--- config.mk ---
export PLATFORM = sky130hd
export DESIGN_NAME = handshake_pipeline_flat
export DESIGN_NICKNAME = d
export VERILOG_FILES = /design/src/rtl/handshake_pkg.sv /design/src/rtl/handshake_pipeline_if.sv /design/src/rtl/hs_stage.sv /design/src/rtl/handshake_pipeline.sv /design/src/flat_wrapper.sv
export SDC_FILE = /design/constraint.sdc
export NUM_CORES = 1
export LEC_CHECK = 0
export BUFFER_PORTS_ARGS = -buffer_cell sky130_fd_sc_hd__buf_2
export CAP_MARGIN = 5
export CORE_MARGIN = 1
export CORE_UTILIZATION = 57
export CTS_BUF_LIST = sky130_fd_sc_hd__clkbuf_4
export CTS_CLUSTER_SIZE = 14
export DETAILED_ROUTE_END_ITERATION = 7
export GPL_TIMING_DRIVEN = 0
export PLACE_DENSITY = 0.87
export RECOVER_POWER = 50
export SLEW_MARGIN = 40
export SYNTH_ARGS = -nofsm -noshare
export SYNTH_HDL_FRONTEND = slang
export SYNTH_HIERARCHICAL = 1
export SYNTH_SLANG_ARGS = --single-unit
export TNS_END_PERCENT = 1
--- constraint.sdc ---
create_clock -name clk -period 7.2 [get_ports clk]
set_input_delay 1.44 -clock clk [delete_from_list [all_inputs] [get_ports clk]]
set_output_delay 1.44 -clock clk [all_outputs]
set_load 0.01 [all_outputs]
--- src/rtl/handshake_pkg.sv ---
// rtl/handshake_pkg.sv - shared fire rule and count-width helper for the two-phase pipeline
package handshake_pkg;

  // A stage toggles when upstream differs from it (new token) and downstream matches it (slot free).
  function automatic logic hs_fire(input logic prev_c, input logic self_c, input logic next_c);
    return (prev_c != self_c) && (next_c == self_c);
  endfunction

  function automatic int count_w(input int depth);
    return $clog2(depth + 1);
  endfunction

endpackage

--- src/rtl/handshake_pipeline_if.sv ---
// rtl/handshake_pipeline_if.sv - producer/consumer two-phase bundle of the pipeline
interface handshake_pipeline_if
  import handshake_pkg::*;
#(
  parameter int DEPTH  = 4,
  parameter int DATA_W = 8
);

  logic                        Req_in;
  logic [DATA_W-1:0]           Data_in;
  logic                        Ack_out;
  logic                        Req_out;
  logic [DATA_W-1:0]           Data_out;
  logic                        Ack_in;
  logic [count_w(DEPTH)-1:0]   Count;
  logic                        Full;
  logic                        Empty;
  logic                        Proto_err;

  // master is the environment (producer and consumer together), slave is the pipeline.
  modport master (
    output Req_in, Data_in, Ack_in,
    input  Ack_out, Req_out, Data_out, Count, Full, Empty, Proto_err
  );

  modport slave (
    input  Req_in, Data_in, Ack_in,
    output Ack_out, Req_out, Data_out, Count, Full, Empty, Proto_err
  );

endinterface

--- src/rtl/hs_stage.sv ---
// rtl/hs_stage.sv - one registered Muller stage: phase bit plus payload register
module hs_stage
  import handshake_pkg::*;
#(
  parameter int DATA_W = 8
) (
  input  logic              clk,
  input  logic              rst,
  input  logic              prev_c,
  input  logic              next_c,
  input  logic [DATA_W-1:0] d_in,
  output logic              c,
  output logic [DATA_W-1:0] d
);

  logic              c_q, c_d;
  logic [DATA_W-1:0] d_q, d_d;

  always_comb begin
    c_d = c_q;
    d_d = d_q;
    if (hs_fire(prev_c, c_q, next_c)) begin
      c_d = ~c_q;
      d_d = d_in;
    end
  end

  always_ff @(posedge clk) begin
    if (rst) begin
      c_q <= 1'b0;
      d_q <= '0;
    end else begin
      c_q <= c_d;
      d_q <= d_d;
    end
  end

  assign c = c_q;
  assign d = d_q;

endmodule

--- src/rtl/handshake_pipeline.sv ---
// rtl/handshake_pipeline.sv - DEPTH-stage two-phase bundled-data elastic buffer
// with occupancy count, full/empty flags and a sticky protocol checker.
module handshake_pipeline
  import handshake_pkg::*;
#(
  parameter int DEPTH  = 4,
  parameter int DATA_W = 8
) (
  input logic                  clk,
  input logic                  rst,
  handshake_pipeline_if.slave  hs
);

  localparam int CW = count_w(DEPTH);

  logic [DEPTH-1:0]  c;
  logic [DATA_W-1:0] d [DEPTH];
  // cx[0] = Req_in, cx[i+1] = stage i, cx[DEPTH+1] = Ack_in
  logic [DEPTH+1:0]  cx;
  logic [CW-1:0]     cnt;

  logic req_q, req_d;
  logic ack_q, ack_d;
  logic err_q, err_d;

  assign cx = {hs.Ack_in, c, hs.Req_in};

  for (genvar i = 0; i < DEPTH; i++) begin : g_stage
    logic [DATA_W-1:0] d_in;
    if (i == 0) begin : g_first
      assign d_in = hs.Data_in;
    end else begin : g_rest
      assign d_in = d[i-1];
    end
    hs_stage #(.DATA_W(DATA_W)) u_stage (
      .clk    (clk),
      .rst    (rst),
      .prev_c (cx[i]),
      .next_c (cx[i+2]),
      .d_in   (d_in),
      .c      (c[i]),
      .d      (d[i])
    );
  end

  // A stage holds a token exactly when its phase differs from the one downstream.
  always_comb begin
    cnt = '0;
    for (int i = 0; i < DEPTH; i++) begin
      if (cx[i+1] != cx[i+2]) cnt = cnt + CW'(1);
    end
  end

  always_comb begin
    req_d = hs.Req_in;
    ack_d = hs.Ack_in;
    err_d = err_q;
    if ((hs.Req_in != req_q) && (req_q != c[0]))       err_d = 1'b1;
    if ((hs.Ack_in != ack_q) && (ack_q == c[DEPTH-1])) err_d = 1'b1;
  end

  always_ff @(posedge clk) begin
    if (rst) begin
      req_q <= 1'b0;
      ack_q <= 1'b0;
      err_q <= 1'b0;
    end else begin
      req_q <= req_d;
      ack_q <= ack_d;
      err_q <= err_d;
    end
  end

  assign hs.Ack_out   = c[0];
  assign hs.Req_out   = c[DEPTH-1];
  assign hs.Data_out  = d[DEPTH-1];
  assign hs.Count     = cnt;
  assign hs.Full      = (cnt == CW'(DEPTH));
  assign hs.Empty     = (cnt == '0);
  assign hs.Proto_err = err_q;

endmodule

--- src/flat_wrapper.sv ---
// flat-port wrapper written by rule: the top's interface ports become plain ports
module handshake_pipeline_flat import handshake_pkg::*;
#(
  parameter int DEPTH  = 4,
  parameter int DATA_W = 8
)
  (clk, rst, hs_Req_in, hs_Data_in, hs_Ack_in, hs_Ack_out, hs_Req_out, hs_Data_out, hs_Count, hs_Full, hs_Empty, hs_Proto_err);
  handshake_pipeline_if #(.DEPTH(DEPTH), .DATA_W(DATA_W)) hs_i ();
  input logic clk;
  input logic rst;
  input wire logic [$bits(hs_i.Req_in)-1:0] hs_Req_in;
  input wire logic [$bits(hs_i.Data_in)-1:0] hs_Data_in;
  input wire logic [$bits(hs_i.Ack_in)-1:0] hs_Ack_in;
  output wire logic [$bits(hs_i.Ack_out)-1:0] hs_Ack_out;
  output wire logic [$bits(hs_i.Req_out)-1:0] hs_Req_out;
  output wire logic [$bits(hs_i.Data_out)-1:0] hs_Data_out;
  output wire logic [$bits(hs_i.Count)-1:0] hs_Count;
  output wire logic [$bits(hs_i.Full)-1:0] hs_Full;
  output wire logic [$bits(hs_i.Empty)-1:0] hs_Empty;
  output wire logic [$bits(hs_i.Proto_err)-1:0] hs_Proto_err;
  assign hs_i.Req_in = hs_Req_in;
  assign hs_i.Data_in = hs_Data_in;
  assign hs_i.Ack_in = hs_Ack_in;
  assign hs_Ack_out = hs_i.Ack_out;
  assign hs_Req_out = hs_i.Req_out;
  assign hs_Data_out = hs_i.Data_out;
  assign hs_Count = hs_i.Count;
  assign hs_Full = hs_i.Full;
  assign hs_Empty = hs_i.Empty;
  assign hs_Proto_err = hs_i.Proto_err;
  handshake_pipeline #(.DEPTH(DEPTH), .DATA_W(DATA_W)) u_core (.clk(clk), .rst(rst), .hs(hs_i));
endmodule
==> flow_summary_export.csv <==
group,metric,value,unit
run_status,status,"finished clean",
grt,grt_start_max_net_pins,36,
floorplan,fp.dieW,61.96,um
grt,grt_pass1_wl,5112,um
routing,drtAntennaViolNets,0,
timing,clock_skew,0.01002,ns
yosys,synthCells,209,
cts,cts_setup_buffers,0,
min_path,hold_class,"flop to flop",
pwr,p_per_area,230.9,mW/mm2
cts,cts_tree,"built",
timing,maxSlewViolCount,0,
routing,routed_wl,3136,um
yosys,ys_seq_area_share,38.10,%
pwr,p_total,541.7,uW
worst_setup_path,r2r-start,"u_core/g_stage[1].u_stage/c",
yosys,synth_nets,224,
routing,viasPerCell,4.948,
worst_setup_path,startpoint,"u_core/g_stage[2].u_stage/c",
place,place.gp.congestion,0.8150,
place,io_buffers,27,
cts,h-tree-depth,2,
timing,relSlewSlack,28.68,%
grt,gr-usage-met2,30.70,%
worst_setup_path,path_buf_inv,4,
worst_setup_path,critPathKind,"flop to primary output",
worst_setup_path,crit_required,5.76,ns
worst_setup_path,cp_slowest_stage_delay,0.62,ns
yosys,synthAdderAreaFrac,1.832,%
timing,hold_viol_final,0,
yosys,synth_xor_area_share,3.419,%
routing,drt_iter0_drc,48,
timing,hold_slack,0.4792,ns
floorplan,design.core.area,0.003390,mm2
timing,setup_viol,0,
min_path,hp-start,"u_core/g_stage[3].u_stage/d[1]",
worst_setup_path,crit_fanout,10,
cts,clock_sinks,39,
floorplan,ios,28,
worst_setup_path,crit_slowest_cell,"dfxtp_1",
grt,met1_usage,21.21,%
floorplan,placementRows,21,
grt,grt_pass1_vias,1261,
yosys,ys_ff_latch,39,
cts,clockRootBuffer,"clkbuf_4",
timing,worst_pin_slew,1.070,ns
worst_setup_path,critPathTopFamily,"adder cells",
grt,gr-usage-met3,5.590,%
yosys,synthMuxAreaShare,15.63,%
floorplan,initial_core_util,60.47,%
routing,vias,1435,
routing,wl_per_cell,10.81,um
routing,drc,0,
cells_and_area,antennaDiodeCount,0,
job,drv_cap,0,
worst_setup_path,end_kind,"primary output",
cts,clk_pin_slew_worst_paths,0.11,ns
grt,antenna_found_initial,0,
pwr,p_leak,0.0009031,uW
worst_setup_path,path_cells,"buf_6, xor2_1, inv_1, ha_1, xnor2_1, xnor2_1, ha_1, inv_1, a211o_1, a22oi_2, nor3_1, buf_2",
yosys,yosys_warnings,6,
yosys,synth_cell_types,28,
cts,cts_buffers,5,
floorplan,die_area,0.003839,mm2
place,post-place-ws,2.848,ns
cts,postCtsHoldBufs,0,
cells_and_area,syn2layout_area_growth,14.47,%
place,dpl.hpwl,2183,um
timing,finalSetupTns,0,ns
floorplan,die_height,61.96,um
timing,fin_ws,2.448,ns
grt,busiest_layer,"met2",
cells_and_area,fin_nets,258,
worst_setup_path,crit_path_start_kind,"flop",
yosys,netlist_area,0.002049,mm2
cells_and_area,layout-drive-gt1-share,20.49,%
yosys,avgSynthCellArea,9.806,um2
grt,grt_overflow_total,0,
timing,rsz0062_at_grt,"false",
timing,post-route-period-util,66.00,%
cts,clk_latency,0.35,ns
worst_setup_path,worstPathArrival,3.31,ns
cts,cts_resized,0,
yosys,synth_compound_area_share,9.219,%
yosys,synth_top_family_by_area,"simple AND/OR/NAND/NOR gates",
yosys,synth-simple-area-share,28.14,%
cells_and_area,final_core_utilization,69.21,%
grt,track_usage,18.27,%
routing,drt_first_pass_iters,4,
cts,clockBufferDepth,2,
timing,fmax,210.4,MHz
pwr,peakVddDrop,213.3,uV
timing,fin_crit,4.752,ns
## registers in the layout, summed over array words and instances (netlist names)
name                      cells
u_core/g_stage.u_stage/c      4
u_core/ack_q                  1
u_core/req_q                  1
u_core/hs.Proto_err           1
u_core/g_stage.u_stage/d     32
## worst paths after layout
path	to	slack, ns	cells past startpoint
max reg2reg	u_core/g_stage[2].u_stage/d[2]	5.83	3
min reg2reg	u_core/g_stage[3].u_stage/d[1]	0.48	2
max	hs_Full	2.45	12
min	u_core/g_stage[3].u_stage/d[1]	0.48	2
## layout by cell type (no fill, tap or decap), types with 2 or more instances in the layout
cell type	instances
a21oi_1	7
nand3b_1	4
buf_6	2
xor2_1	2
xnor2_1	6
nand2b_1	64
nor2_1	7
dfxtp_1	39
nor3_1	2
buf_2	26
nor2b_1	2
clkbuf_1	5
o21ai_0	4
nand2_1	5
mux2i_1	32
bufinv_16	2
o21ai_4	4
ha_1	3
clkbuf_4	6
nand2b_4	4
inv_1	8
## kinds of logic after synthesis
group / count (synthesis)
AO/OA/AOI/OAI: 21
XOR/XNOR: 8
adder cells (fa/ha/maj): 3
buffers and inverters: 15
flip-flops: 39
multiplexers: 32
AND/OR/NAND/NOR: 91
## cell type report
class | instances | area (um2)
Buffer | 7 | 45.04
Timing Repair Buffer | 27 | 133.9
Fill cell | 280 | 1044
Multi-Input combinational cell | 155 | 1194
Clock inverter | 2 | 60.06
Sequential cell | 39 | 780.7
Inverter | 8 | 30.03
Tap cell | 46 | 57.56
Clock buffer | 6 | 45.04
## layer usage
layer  up-vias  part of all wire (%)
met1       649                    50
met3         6                   3.4
met2        24                    45
met4         0                   2.0
li1        756                     -
met5         -                     0
## Yosys cell counts, drive strengths merged
library cell   n  area (um2)
o21ai          8       85.08
nor2b          2       12.51
nor3b          1       12.51
nand2b        68       455.4
nand3          1       5.000
nand2          6       25.03
a21oi          7       35.03
nor2           7       26.28
nor3           2       10.01
o2bb2ai        1       8.760
o221ai         1       15.01
buf            3       30.03
a32oi          1       16.27
inv            8       30.03
ha             3       37.54
dfxtp         39       780.8
a211o          1       8.760
xnor2          6       52.55
xor2           2       17.52
nand3b         4       30.03
a22oi          1       12.51
a211oi         1       7.510
mux2i         32       320.3
clkbuf         4       15.01
## report_power, final
part | switching, uW | internal (uW)
Clock | 70.9 | 112
Sequential | 10.4 | 225
Combinational | 62.9 | 60.7
## worst reg2reg max path: stages, from the launching register on
cell and delay (ns):
dfxtp_1 0.64, nand2b_4 0.11, o21ai_4 0.32, mux2i_1 0.24
## per-stage QoR
stage                     area, um2  std cells
final                          2346        290
after detailed placement       2242        282
after global placement         2242        282
after CTS                      2347        290
after floorplan                2049        209
after global routing           2346        290
No activity file was read; power rests on OpenSTA's default activity.
